<file path="src/rtl/branch_resolve.sv">
// rtl/branch_resolve.sv - branch condition evaluation, next-PC resolution and flush sequencing
//
// Purpose:
//   Holds the ALU comparator flags {lt, eq, slt, ovf}. It evaluates a
//   condition code against those flags, and forwards flags_in when flag_we
//   coincides with acceptance. It computes the next PC and returns the result
//   over a valid/ready handshake. A taken branch raises flush for FLUSH_CYCLES
//   cycles after its result is consumed.
//
// Optional feature macro: BRANCH_STATS_EN (saturating branch / taken counters).
//
// Ports:
//   clk, rst                  clock, asynchronous active-high reset
//   flag_we, flags_in[3:0]    flag register write
//   br_valid/br_ready         request handshake
//   br_cond, br_pc, br_offset request payload
//   res_valid/res_ready       result handshake
//   res_taken, res_target     branch outcome and next PC
//   res_illegal               reserved condition code seen
//   flush                     squash younger stages
//   flags_q                   current flag register
//   stat_total, stat_taken    counters (0 unless BRANCH_STATS_EN)

module branch_resolve #(
  parameter int unsigned FLUSH_CYCLES = 2
) (
  input  logic        clk,
  input  logic        rst,
  input  logic        flag_we,
  input  logic [3:0]  flags_in,
  input  logic        br_valid,
  output logic        br_ready,
  input  logic [3:0]  br_cond,
  input  logic [31:0] br_pc,
  input  logic [31:0] br_offset,
  output logic        res_valid,
  input  logic        res_ready,
  output logic        res_taken,
  output logic [31:0] res_target,
  output logic        res_illegal,
  output logic        flush,
  output logic [3:0]  flags_q,
  output logic [15:0] stat_total,
  output logic [15:0] stat_taken
);

  typedef enum logic [1:0] {
    S_IDLE    = 2'd0,
    S_RESOLVE = 2'd1,
    S_FLUSH   = 2'd2
  } state_t;

  localparam logic [3:0] FLUSH_LOAD = 4'(FLUSH_CYCLES);

  state_t      state;
  logic [3:0]  flush_cnt;
  logic [3:0]  eff_flags;
  logic        cond_taken;
  logic        cond_illegal;
  logic [31:0] next_pc;
  logic        res_hs;

  // Flag register: written in every state, independent of the FSM.
  always_ff @(posedge clk or posedge rst) begin
    if (rst) begin
      flags_q <= 4'd0;
    end else if (flag_we) begin
      flags_q <= flags_in;
    end
  end

  // Same-edge flag write is forwarded into the evaluation.
  always_comb begin
    eff_flags    = flag_we ? flags_in : flags_q;
    cond_taken   = 1'b0;
    cond_illegal = 1'b0;
    case (br_cond)
      4'd0:    cond_taken = eff_flags[2];
      4'd1:    cond_taken = !eff_flags[2];
      4'd2:    cond_taken = eff_flags[3];
      4'd3:    cond_taken = !eff_flags[3];
      4'd4:    cond_taken = eff_flags[3] | eff_flags[2];
      4'd5:    cond_taken = !eff_flags[3] & !eff_flags[2];
      4'd6:    cond_taken = eff_flags[0];
      4'd7:    cond_taken = !eff_flags[0];
      4'd8:    cond_taken = eff_flags[1];
      4'd9:    cond_taken = !eff_flags[1];
      4'd10:   cond_taken = 1'b1;
      4'd11:   cond_taken = 1'b0;
      default: cond_illegal = 1'b1;
    endcase
    // Modulo-2^32 sum; wrap past the top of the address space is intended.
    next_pc = cond_taken ? (br_pc + {br_offset[29:0], 2'b00}) : (br_pc + 32'd4);
  end

  assign res_hs = res_valid && res_ready;

  always_ff @(posedge clk or posedge rst) begin
    if (rst) begin
      state       <= S_IDLE;
      br_ready    <= 1'b1;
      res_valid   <= 1'b0;
      res_taken   <= 1'b0;
      res_target  <= 32'd0;
      res_illegal <= 1'b0;
      flush       <= 1'b0;
      flush_cnt   <= 4'd0;
    end else begin
      case (state)
        S_IDLE: begin
          if (br_valid) begin
            res_taken   <= cond_taken;
            res_target  <= next_pc;
            res_illegal <= cond_illegal;
            res_valid   <= 1'b1;
            br_ready    <= 1'b0;
            state       <= S_RESOLVE;
          end
        end
        S_RESOLVE: begin
          if (res_ready) begin
            res_valid <= 1'b0;
            if (res_taken) begin
              flush     <= 1'b1;
              flush_cnt <= FLUSH_LOAD;
              state     <= S_FLUSH;
            end else begin
              br_ready <= 1'b1;
              state    <= S_IDLE;
            end
          end
        end
        S_FLUSH: begin
          // Exit on the edge that ends the last flush cycle so br_ready
          // rises exactly as flush falls.
          if (flush_cnt <= 4'd1) begin
            flush     <= 1'b0;
            flush_cnt <= 4'd0;
            br_ready  <= 1'b1;
            state     <= S_IDLE;
          end else begin
            flush_cnt <= flush_cnt - 4'd1;
          end
        end
        default: begin
          state    <= S_IDLE;
          br_ready <= 1'b1;
          flush    <= 1'b0;
        end
      endcase
    end
  end

`ifdef BRANCH_STATS_EN
  always_ff @(posedge clk or posedge rst) begin
    if (rst) begin
      stat_total <= 16'd0;
      stat_taken <= 16'd0;
    end else if (res_hs) begin
      if (stat_total != 16'hFFFF) stat_total <= stat_total + 16'd1;
      if (res_taken && (stat_taken != 16'hFFFF)) stat_taken <= stat_taken + 16'd1;
    end
  end
`else
  logic unused_hs;
  assign unused_hs  = res_hs;
  assign stat_total = 16'd0;
  assign stat_taken = 16'd0;
`endif

endmodule
</file>
<file path="config.mk">
export PLATFORM = sky130hd
export DESIGN_NAME = branch_resolve
export DESIGN_NICKNAME = d
export VERILOG_FILES = /design/src/rtl/branch_resolve.sv
export SDC_FILE = /design/constraint.sdc
export NUM_CORES = 1
export LEC_CHECK = 0
export CAP_MARGIN = 5
export CORE_AREA = 3 3 100 102
export CTS_CLUSTER_SIZE = 40
export DETAILED_ROUTE_END_ITERATION = 7
export DIE_AREA = 0 0 103 105
export PLACE_DENSITY = 0.83
export SKIP_CTS_REPAIR_TIMING = 1
export SLEW_MARGIN = 5
export SYNTH_ARGS = -nofsm -noshare
export SYNTH_HDL_FRONTEND = slang
export SYNTH_SLANG_ARGS = --single-unit
</file>
<file path="constraint.sdc">
create_clock -name clk -period 4.5 [get_ports clk]
set_input_delay 0.9 -clock clk [delete_from_list [all_inputs] [get_ports clk]]
set_output_delay 0.9 -clock clk [all_outputs]
set_load 0.1 [all_outputs]
</file>
======== After elaboration in Yosys (flattened, before gate mapping) ========
Cells that the tools add are included.
operators by class
  add/sub/neg operators ................... 3
  $lt $le $gt $ge ......................... 1
  eq/ne operators ......................... 18
  multiplexer cells ....................... 25
  bitwise logic cells ..................... 3
  reduce and logical (&&, ||, !) cells .... 15
operators by type and width
  kind                                                                    count
  32-bit by 3-bit adder with 32-bit output (second input constant)        1
  32-bit adder                                                            1
  32-bit two-way mux                                                      1
  4-bit by 3-bit == test with 1-bit output (second input constant)        4
  4-bit == test (second input constant)                                   4
  4-bit two-way mux                                                       4
  12-bit OR reduction                                                     1
  1-bit case mux with 11 select lines                                     1
  1-bit two-way mux                                                       10
  2-bit != test (second input constant)                                   5
  3-bit AND reduction                                                     3
  4-bit by 2-bit == test with 1-bit output (second input constant)        2
  2-bit two-way mux                                                       4
  4-bit case mux with 2 select lines                                      1
  4-bit AND reduction                                                     2
  1-bit case mux with 3 select lines                                      2
  2-bit case mux with 3 select lines                                      1
  4-bit by 1-bit == test with 1-bit output (second input constant)        1
  4-bit by 1-bit <= comparator with 1-bit output (second input constant)  1
  1-bit logical NOT                                                       4
  4-bit logical NOT                                                       1
  2-bit nonzero test                                                      2
  4-bit by 1-bit subtractor with 4-bit output (second input constant)     1
  2-bit by 1-bit == test with 1-bit output (second input constant)        1
  7 further kinds                                                         7
storage, ports and cells
  register bits ........................... 47
  bits of input ports ..................... 77
  output and inout port bits .............. 73
  logic and storage cells ................. 74

======== Depth between registers and ports, before layout ========
Gate-level depths: netlist of run 1.
  depth in word-level cells ............... 5
  depth in mapped cells ................... 18
  gate-level depth less buffers ........... 16

======== Worst setup path after synthesis of run 1 ========
No wires, ideal clock.
  path kind ............................... input -> register
  start ................................... in flag_we
  end ..................................... reg res_target[20]
  data arrival time ....................... 4.078 ns
  data required time ...................... 4.365 ns
  path slack .............................. 0.287 ns
  stages on the path ...................... 18
  path buffers ............................ 4
  cell sequence ........................... buf_6 mux2_4 or4_1 a31oi_1 or2_1 nor2_2 buf_6 buf_12 nor2b_4 ha_1 clkbuf_1 a21oi_2 o21ai_0 a21o_1 or2_2 o21ai_1 xor2_1 o21ai_0
RTL lines
  item                                     line  source
  start, declared                          29    input logic flag_we,
  4-bit two-way mux (*)                    -
  via eff_flags[1]                         57    logic [3:0] eff_flags;
  1-bit logical NOT                        87    4'd9: cond_taken = !eff_flags[1];
  1-bit case mux with 11 select lines (*)  77    case (br_cond)
  32-bit two-way mux (*)                   93    next_pc = cond_taken ? (br_pc + {br_offset[29:0], 2'b00}) : (br_pc + 32'd4);
  end signal, assigned                     113   res_target <= next_pc;
  end, declared                            39    output logic [31:0] res_target,
Mark *: on every way through the listed nets, which the timed path passes. The rest lies on a longest branch.
A chain may end at the register's enable or synchronous reset.

======== Worst setup path in the final report of run 1 ========
  start ................................... in br_cond[3]
  end ..................................... reg res_target[30]
between the ends
  word-level cells in the longest chain between the ends .. 3
RTL lines
  item                                         line  source
  start, declared                              33    input logic [3:0] br_cond,
  4-bit == test, or another cell as far along  77
  1-bit case mux with 11 select lines (*)      77
  32-bit two-way mux (*)                       93
Mark *: on every way between the ends. The rest lies on a longest branch, timed or not.

==> results of run 1 <==
==> routing by layer <==
metal / vias to the layer above / GRT usage / part of all wire
met4: 0 / 0.0749 / 0.022
met3: 23 / 0.0200 / 0.048
li1: 2167 / - / -
met1: 2102 / 0.275 / 0.43
met5: - / 0 / 0
met2: 157 / 0.387 / 0.50
==> where the power goes <==
part           leakage [nW]  switching [mW]  internal, mW  total [mW]
clock                0.0587           0.155         0.169       0.324
combinational          2.24            1.85         0.704        2.55
sequential            0.572           0.145         0.609       0.754
==> per-stage QoR <==
step           utilization  hold slack (ns)  power (mW)  TNS, ns  std cells
5_1_grt              0.679            0.522        3.81  -0.0517        823
3_3_place_gp         0.657            0.459        3.25    -5.04        814
3_5_place_dp         0.657            0.467        3.30    -6.54        814
4_1_cts              0.670            0.487        3.63    -1.20        822
2_1_floorplan            -            0.503        2.60        0        546
6_report             0.679            0.487        3.63        0        823
==> registers in the layout, summed over array words and instances, names as in the netlist <==
register     count
state            2
res_taken        1
res_target      32
res_valid        1
flush            1
flags_q          4
res_illegal      1
flush_cnt        4
br_ready         1
==> cell usage after synthesis (2+ instances only) <==
cell type | instances | area (µm²)
sky130_fd_sc_hd__or2_1 | 2 | 12.5
sky130_fd_sc_hd__nand2_1 | 60 | 225
sky130_fd_sc_hd__and2b_2 | 9 | 78.8
sky130_fd_sc_hd__nand4_1 | 12 | 75.1
sky130_fd_sc_hd__nor3b_1 | 3 | 22.5
sky130_fd_sc_hd__or4_1 | 4 | 30.0
sky130_fd_sc_hd__a211o_1 | 3 | 26.3
sky130_fd_sc_hd__nor2b_4 | 10 | 138
sky130_fd_sc_hd__nand2b_1 | 3 | 18.8
sky130_fd_sc_hd__a21o_1 | 9 | 67.6
sky130_fd_sc_hd__buf_6 | 3 | 33.8
sky130_fd_sc_hd__inv_1 | 18 | 67.6
sky130_fd_sc_hd__xor2_1 | 9 | 78.8
sky130_fd_sc_hd__o21a_1 | 12 | 90.1
sky130_fd_sc_hd__clkbuf_1 | 22 | 82.6
sky130_fd_sc_hd__a21boi_0 | 3 | 22.5
sky130_fd_sc_hd__ha_1 | 31 | 388
sky130_fd_sc_hd__nor4_1 | 2 | 12.5
sky130_fd_sc_hd__and3_1 | 2 | 12.5
sky130_fd_sc_hd__nor3_1 | 17 | 85.1
sky130_fd_sc_hd__nand3_1 | 13 | 65.1
sky130_fd_sc_hd__o211ai_1 | 3 | 22.5
sky130_fd_sc_hd__buf_4 | 32 | 240
sky130_fd_sc_hd__o2111ai_1 | 3 | 26.3
sky130_fd_sc_hd__mux2i_1 | 3 | 30.0
sky130_fd_sc_hd__xnor2_1 | 8 | 70.1
sky130_fd_sc_hd__o31ai_1 | 8 | 60.1
sky130_fd_sc_hd__a31oi_1 | 4 | 25.0
sky130_fd_sc_hd__dfrtp_1 | 46 | 1150
sky130_fd_sc_hd__o21bai_1 | 4 | 30.0
sky130_fd_sc_hd__or3_1 | 2 | 12.5
sky130_fd_sc_hd__nor2b_1 | 12 | 75.1
sky130_fd_sc_hd__a21oi_1 | 42 | 210
sky130_fd_sc_hd__nor2_1 | 22 | 82.6
sky130_fd_sc_hd__a211oi_1 | 6 | 45.0
sky130_fd_sc_hd__mux2_2 | 3 | 33.8
sky130_fd_sc_hd__o21ai_0 | 47 | 235
==> cells in the final DEF, fill, tap and decap left out, types with 16 or more instances in the layout <==
cell                                n
sky130_fd_sc_hd__clkdlybuf4s50_1  113
sky130_fd_sc_hd__buf_4             99
sky130_fd_sc_hd__nand2_1           60
sky130_fd_sc_hd__dfrtp_1           46
sky130_fd_sc_hd__o21ai_0           44
sky130_fd_sc_hd__a21oi_1           38
sky130_fd_sc_hd__conb_1            32
sky130_fd_sc_hd__ha_1              31
sky130_fd_sc_hd__nor2_1            22
sky130_fd_sc_hd__inv_1             17
sky130_fd_sc_hd__nor3_1            16
==> tightest hold or removal path: stages, from the launching register on <==
cell,delay (ns)
sky130_fd_sc_hd__dfrtp_1,0.36
sky130_fd_sc_hd__nand2_1,0.05
sky130_fd_sc_hd__nand2_1,0.05
==> cell type report <==
cell class / instances / share of cell area
clock inverter: 3 / 0.00761
tap: 111 / 0.0222
inverter: 18 / 0.0108
multi-input combinational: 423 / 0.449
clock buffer: 5 / 0.0110
timing repair buffer: 216 / 0.310
sequential: 47 / 0.189
==> worst min path at each step <==
| stage | start | endpoint | slack (ns) | cells after the start |
|---|---|---|---|---|
| CTS | res_target[29] | res_target[29] | 0.49 | 2 |
| detailed placement | res_target[29] | res_target[29] | 0.47 | 2 |
| global route | res_target[30] | res_target[30] | 0.52 | 2 |
| floorplan | flush_cnt[3] | flush_cnt[3] | 0.50 | 2 |
| finish | res_illegal | res_illegal | 0.49 | 2 |
| global placement | res_target[29] | res_target[29] | 0.46 | 2 |
==> cell families (layout without fill, tap and decap cells) <==
| family | Yosys count | count (layout) | share of synthesized area |
|---|---|---|---|
| mux | 8 | 8 | 0.0240 |
| xor+xnor | 17 | 17 | 0.0352 |
| other cells | 1 | 32 | 0.000888 |
| compound gates | 154 | 154 | 0.223 |
| fa+ha+maj | 32 | 32 | 0.0965 |
| buf+inv | 76 | 242 | 0.105 |
| flops | 47 | 47 | 0.279 |
| simple gates | 180 | 180 | 0.237 |
==> insert_results.sql, run 1 <==
INSERT INTO impl_metrics (metric_group, metric, value, unit) VALUES
('sta', 'worst_clock_skew', '0.00927', 'ns'),
('cells_and_area', 'filler_cell_count', '754', ''),
('critical_path', 'worstPathBufferInverterCount', '3', ''),
('flow_run', 'max-cap-violations', '0', ''),
('logic_synthesis', 'seq_area_frac_synth', '0.279', ''),
('critical_path', 'worstRegToRegCells', '15', ''),
('floorplan', 'floorplan.die.height', '105', 'µm'),
('critical_path', 'path_delay_family', 'compound AO/OA/AOI/OAI gates', ''),
('logic_synthesis', 'yosys_register_bits', '47', ''),
('detailed_routing', 'drt.antenna.violating_nets', '0', ''),
('cells_and_area', 'layout-drive-gt1-share', '0.221', ''),
('detailed_routing', 'viasPerCell', '5.41', ''),
('placed_design', 'dp_hpwl', '9760', 'µm'),
('logic_synthesis', 'synthesis.yosys.warnings', '0', ''),
('global_routing', 'gr-usage-all-layers', '0.220', ''),
('cts', 'ctsRootBufferMaster', 'sky130_fd_sc_hd__clkbuf_8', ''),
('critical_path', 'crit_path_end_kind', 'flip-flop', ''),
('logic_synthesis', 'most_used_flip_flop_cell_after_synthesis', 'sky130_fd_sc_hd__dfrtp_1', ''),
('cells_and_area', 'flow.area_growth_from_synthesis', '47.8', '%'),
('sta', 'unrepaired_setup_endpoints_after_global_routing', 'yes', ''),
('cts', 'clock_insertion_delay_worst_skew', '0.30', 'ns'),
('critical_path', 'critical_path_class', 'primary input to flip-flop', ''),
('placed_design', 'routabilityCongestion', '0.860', ''),
('detailed_routing', 'dr_total_vias', '4449', ''),
('logic_synthesis', 'synth_enable_flop_cells', '0', ''),
('critical_path', 'critical_path_cell_count', '16', ''),
('sta', 'postLayoutSetupSlackWorst', '0.131', 'ns'),
('sta', 'maxSlewViolCount', '0', ''),
('sta', 'timing.fmax', '229', 'MHz'),
('cells_and_area', 'ff_latch_area', '1180', 'µm²'),
('critical_path', 'critPathArrivalTime', '4.58', 'ns'),
('critical_path', 'crit_path_cell_trace', 'clkdlybuf4s50_1 -> inv_1 -> or4_1 -> a31oi_2 -> or2_1 -> nor2_4 -> buf_12 -> and2b_2 -> ha_1 -> a21oi_1 -> o21ai_0 -> a31oi_2 -> a21o_1 -> a211oi_2 -> o31a_1 -> o31ai_1', ''),
('cells_and_area', 'final_std_cell_area_no_fill', '6250', 'µm²'),
('cts', 'htreeDepth', '2', ''),
('floorplan', 'rows', '35', ''),
('cells_and_area', 'antennaDiodeCount', '0', ''),
('cts', 'cts_buffer_depth', '2', ''),
('detailed_routing', 'initialDrtViolationCount', '138', ''),
('global_routing', 'grt_pass1_vias', '4428', ''),
('sta', 'final.period_utilization', '0.971', ''),
('detailed_routing', 'routedWlPerCell', '14.8', 'µm'),
('power', 'power.static_leakage', '2.87', 'nW'),
('power', 'total_power_divided_by_cell_area', '581', 'nW/µm²'),
('floorplan', 'dieArea', '10800', 'µm²'),
('critical_path', 'crit_fanout', '16', ''),
('cts', 'cts.sinks', '47', ''),
('global_routing', 'grt_antenna_before_repair', '0', ''),
('logic_synthesis', 'synthesis.instances', '515', ''),
('critical_path', 'crit_path_start', 'br_cond[3]', ''),
('logic_synthesis', 'syn_avg_cell_area', '8.20', 'µm²'),
('run_status', 'run_status', 'complete, no violations', ''),
('cells_and_area', 'fin_nets', '820', ''),
('logic_synthesis', 'netlist-cell-type-count', '60', ''),
('cells_and_area', 'multi_input_comb_area', '2810', 'µm²'),
('cts', 'number_of_cts_inserted_buffers', '5', ''),
('detailed_routing', 'first_pass_iters', '5', ''),
('cts', 'cts.clk_slew.worst_paths', '0.10', 'ns'),
('floorplan', 'initial_core_util', '0.459', ''),
('global_routing', 'pin_count_of_the_biggest_net_entering_global_routing', '48', ''),
('sta', 'setup_viol', '0', ''),
('detailed_routing', 'routed_wirelength', '12200', 'µm'),
('critical_path', 'worst_r2r_src', 'flags_q[1]', ''),
('floorplan', 'die_x', '103', 'µm'),
('critical_path', 'cp_capture_point', 'res_target[30]', ''),
('global_routing', 'grt_first_pass_wirelength', '19500', 'µm'),
('detailed_routing', 'drt_drc_violations_left', '0', ''),
('sta', 'period_minus_slack', '4.37', 'ns'),
('power', 'worst_case_vdd_ir_drop', '0.622', 'mV'),
('critical_path', 'cp.required', '4.71', 'ns'),
('critical_path', 'cpPeakStageDelay', '0.54', 'ns'),
('cts', 'tritoncts_clock_tree', 'built', '');
Power figures use the tool's default switching activity.
==> inputs of run 2 (changes only) <==
--- a/config.mk
+++ b/config.mk
@@ -6,11 +6,11 @@
 export NUM_CORES = 1
 export LEC_CHECK = 0
 export CAP_MARGIN = 5
-export CORE_AREA = 3 3 100 102
+export CORE_AREA = 3 3 105 107
 export CTS_CLUSTER_SIZE = 40
 export DETAILED_ROUTE_END_ITERATION = 7
-export DIE_AREA = 0 0 103 105
-export PLACE_DENSITY = 0.83
+export DIE_AREA = 0 0 108 110
+export PLACE_DENSITY = 0.79
 export SKIP_CTS_REPAIR_TIMING = 1
 export SLEW_MARGIN = 5
 export SYNTH_ARGS = -nofsm -noshare
==> constraint.sdc (replaced) <==
create_clock -name clk -period 3.9 [get_ports clk]
set_input_delay 0.78 -clock clk [delete_from_list [all_inputs] [get_ports clk]]
set_output_delay 0.78 -clock clk [all_outputs]
set_load 0.1 [all_outputs]
==> insert_results.sql, run 2 (synthesis results as in run 1) <==
INSERT INTO impl_metrics (metric_group, metric, value, unit) VALUES
('cells_and_area', 'antennaDiodeCount', '0', ''),
('floorplan', 'io_pins', '150', ''),
('sta', 'maxSlewViolCount', '0', ''),
('run_status', 'run_status', 'complete, but fails checks', ''),
('critical_path', 'worstPathBufferInverterCount', '2', ''),
('detailed_routing', 'viasPerCell', '5.25', ''),
('cells_and_area', 'layout-drive-gt1-share', '0.316', ''),
('placed_design', 'dp_hpwl', '10200', 'µm'),
('cells_and_area', 'layout.cells.most_common_list', '112 x sky130_fd_sc_hd__buf_4, 106 x sky130_fd_sc_hd__clkdlybuf4s50_1, 59 x sky130_fd_sc_hd__nand2_1', ''),
('critical_path', 'cp.required', '4.16', 'ns'),
('cells_and_area', 'fin_nets', '837', ''),
('critical_path', 'critPathLaunchType', 'primary input', ''),
('min_path', 'path_class_of_the_lowest_slack_min_delay_path', 'flip-flop to flip-flop', ''),
('sta', 'timing_worst_slew_pin_value', '1.01', 'ns'),
('critical_path', 'critPathArrivalTime', '4.21', 'ns'),
('critical_path', 'regToRegEndpoint', 'res_target[24]', ''),
('sta', 'timing.fmax', '253', 'MHz'),
('global_routing', 'grt_first_pass_wirelength', '20400', 'µm'),
('cells_and_area', 'leading_cell_type_in_the_layout_fill_and_taps_excluded', 'sky130_fd_sc_hd__buf_4', ''),
('min_path', 'min_to', 'res_target[0]', ''),
('power', 'power.static_leakage', '3.07', 'nW'),
('critical_path', 'timing.reg2reg.setup_slack', '0.13', 'ns'),
('global_routing', 'pin_count_of_the_biggest_net_entering_global_routing', '48', ''),
('critical_path', 'critical_path.slowest_cell', 'sky130_fd_sc_hd__or4_4', ''),
('cts', 'cts.sinks', '47', ''),
('placed_design', 'routabilityCongestion', '0.879', ''),
('critical_path', 'crit_path_end_kind', 'flip-flop', ''),
('critical_path', 'path_delay_family', 'simple AND/OR/NAND/NOR gates', ''),
('run_status', 'failing_checks', 'setup timing', ''),
('floorplan', 'floorplan.die.height', '110', 'µm'),
('critical_path', 'worst_r2r_src', 'flags_q[3]', ''),
('global_routing', 'globalRoute.totalOverflow', '0', ''),
('cells_and_area', 'largest_register', 'res_target', ''),
('global_routing', 'gr-usage-all-layers', '0.210', ''),
('critical_path', 'critical_path_class', 'primary input to flip-flop', ''),
('power', 'internal-power', '1.71', 'mW'),
('sta', 'totalNegativeSetupSlack', '-0.0771', 'ns'),
('detailed_routing', 'drt.antenna.violating_nets', '0', ''),
('cells_and_area', 'postLayoutCoreUtil', '0.667', ''),
('detailed_routing', 'routed_wirelength', '13700', 'µm'),
('min_path', 'min_from', 'res_target[0]', ''),
('placed_design', 'preCtsSetupSlack', '-1.03', 'ns'),
('sta', 'period_minus_slack', '3.95', 'ns'),
('sta', 'timing_hold_violations_final', '0', ''),
('power', 'seq_power_share', '0.202', ''),
('sta', 'final.period_utilization', '1.01', ''),
('power', 'share_clk_of_total_power', '0.077', ''),
('cts', 'number_of_cts_inserted_buffers', '5', ''),
('cells_and_area', 'largestRegisters', 'res_target (32), flags_q (4), flush_cnt (4)', ''),
('sta', 'postLayoutSetupSlackWorst', '-0.0523', 'ns'),
('cts', 'cts.clk_slew.worst_paths', '0.11', 'ns'),
('sta', 'setup_viol', '3', ''),
('sta', 'slew_headroom', '0.323', ''),
('detailed_routing', 'first_pass_iters', '4', ''),
('sta', 'worst_clock_skew', '0.0113', 'ns'),
('placed_design', 'port_buffers', '115', ''),
('critical_path', 'worstRegToRegCells', '16', ''),
('flow_run', 'max-cap-violations', '0', ''),
('global_routing', 'grt_antenna_before_repair', '0', ''),
('floorplan', 'core_region_area', '10200', 'µm²'),
('power', 'worst_case_vdd_ir_drop', '0.702', 'mV'),
('cts', 'htreeDepth', '2', ''),
('critical_path', 'cpPeakStageDelay', '0.54', 'ns'),
('power', 'swShare', '0.599', ''),
('critical_path', 'crit_fanout', '7', ''),
('cts', 'clock_insertion_delay_worst_skew', '0.31', 'ns'),
('cts', 'ctsRootBufferMaster', 'sky130_fd_sc_hd__clkbuf_8', ''),
('power', 'total_power_divided_by_cell_area', '627', 'nW/µm²'),
('global_routing', 'grt_pass1_vias', '4454', ''),
('detailed_routing', 'drt_drc_violations_left', '0', ''),
('critical_path', 'crit_path_cell_trace', 'buf_12 -> mux4_2 -> a2bb2oi_2 -> nor3b_2 -> or2_4 -> nor2_4 -> or2_1 -> ha_2 -> inv_2 -> fa_2 -> nor2b_2 -> o21bai_1 -> a21o_1 -> a21oi_4 -> o21ai_4 -> or4_4 -> nand3_2', ''),
('floorplan', 'dieArea', '11900', 'µm²'),
('detailed_routing', 'routedWlPerCell', '15.8', 'µm'),
('sta', 'unrepaired_setup_endpoints_after_global_routing', 'yes', ''),
('detailed_routing', 'dr_total_vias', '4541', ''),
('cts', 'cts_buffer_depth', '2', ''),
('cts', 'tritoncts_clock_tree', 'built', ''),
('power', 'netSwitchingPower', '2.56', 'mW'),
('cells_and_area', 'largest_register_ffs', '32', ''),
('min_path', 'hold-path-cell-count', '2', ''),
('floorplan', 'initial_core_util', '0.413', ''),
('power', 'power.share.combinational', '0.720', ''),
('detailed_routing', 'initialDrtViolationCount', '187', ''),
('floorplan', 'die_x', '108', 'µm'),
('cells_and_area', 'flow.area_growth_from_synthesis', '61.4', '%'),
('floorplan', 'rows', '37', '');
run 2: layout make-up:
cell class	instances	area [µm²]
timing repair buffer	233	2120
sequential	47	1180
tap	136	170
multi-input combinational	423	3190
inverter	18	67.6
clock inverter	3	22.5
fill	771	3410
clock buffer	5	68.8
run 2: metrics by stage:
stage	total power, mW	hold slack, ns	area [µm²]	cells
floorplan	3.02	0.503	4410	546
global placement	3.76	0.458	6130	840
detailed placement	3.82	0.462	6130	840
CTS	4.15	0.486	6220	848
global route	4.47	0.502	6820	865
finish	4.28	0.483	6820	865
run 2: metal layers:
metal,vias up,track usage,share of wire
met3,27,0.0215,0.057
met2,172,0.385,0.51
met4,0,0.0550,0.019
met1,2147,0.265,0.41
li1,2195,-,-
met5,-,0,0
run 2: how the worst max path moves through the flow:
stage	cells after the start	startpoint	slack, ns	end
final	17	flag_we	-0.05	res_target[24]
after global routing	17	flag_we	-0.14	res_target[24]
after CTS	17	flag_we	-0.70	res_target[23]
after detailed placement	17	flag_we	-1.03	res_target[23]
after global placement	17	flag_we	-0.88	res_target[29]
after floorplan	17	flag_we	-0.03	res_target[30]
run 2: tightest hold or removal path, cell delays in order, from the launching register on:
cell,delay (ns)
sky130_fd_sc_hd__dfrtp_1,0.35
sky130_fd_sc_hd__nand2_1,0.05
sky130_fd_sc_hd__nand2_1,0.05
run 2: power by group through the flow:
| stage | sequential, mW | combinational [mW] | clock (mW) |
|---|---|---|---|
| after floorplan | 2.18 | 0.838 | 0 |
| after CTS | 0.861 | 2.95 | 0.336 |
| after global placement | 0.863 | 2.90 | 0 |
| after global routing | 0.894 | 3.22 | 0.359 |
| after detailed placement | 0.871 | 2.94 | 0 |
| final | 0.865 | 3.08 | 0.331 |
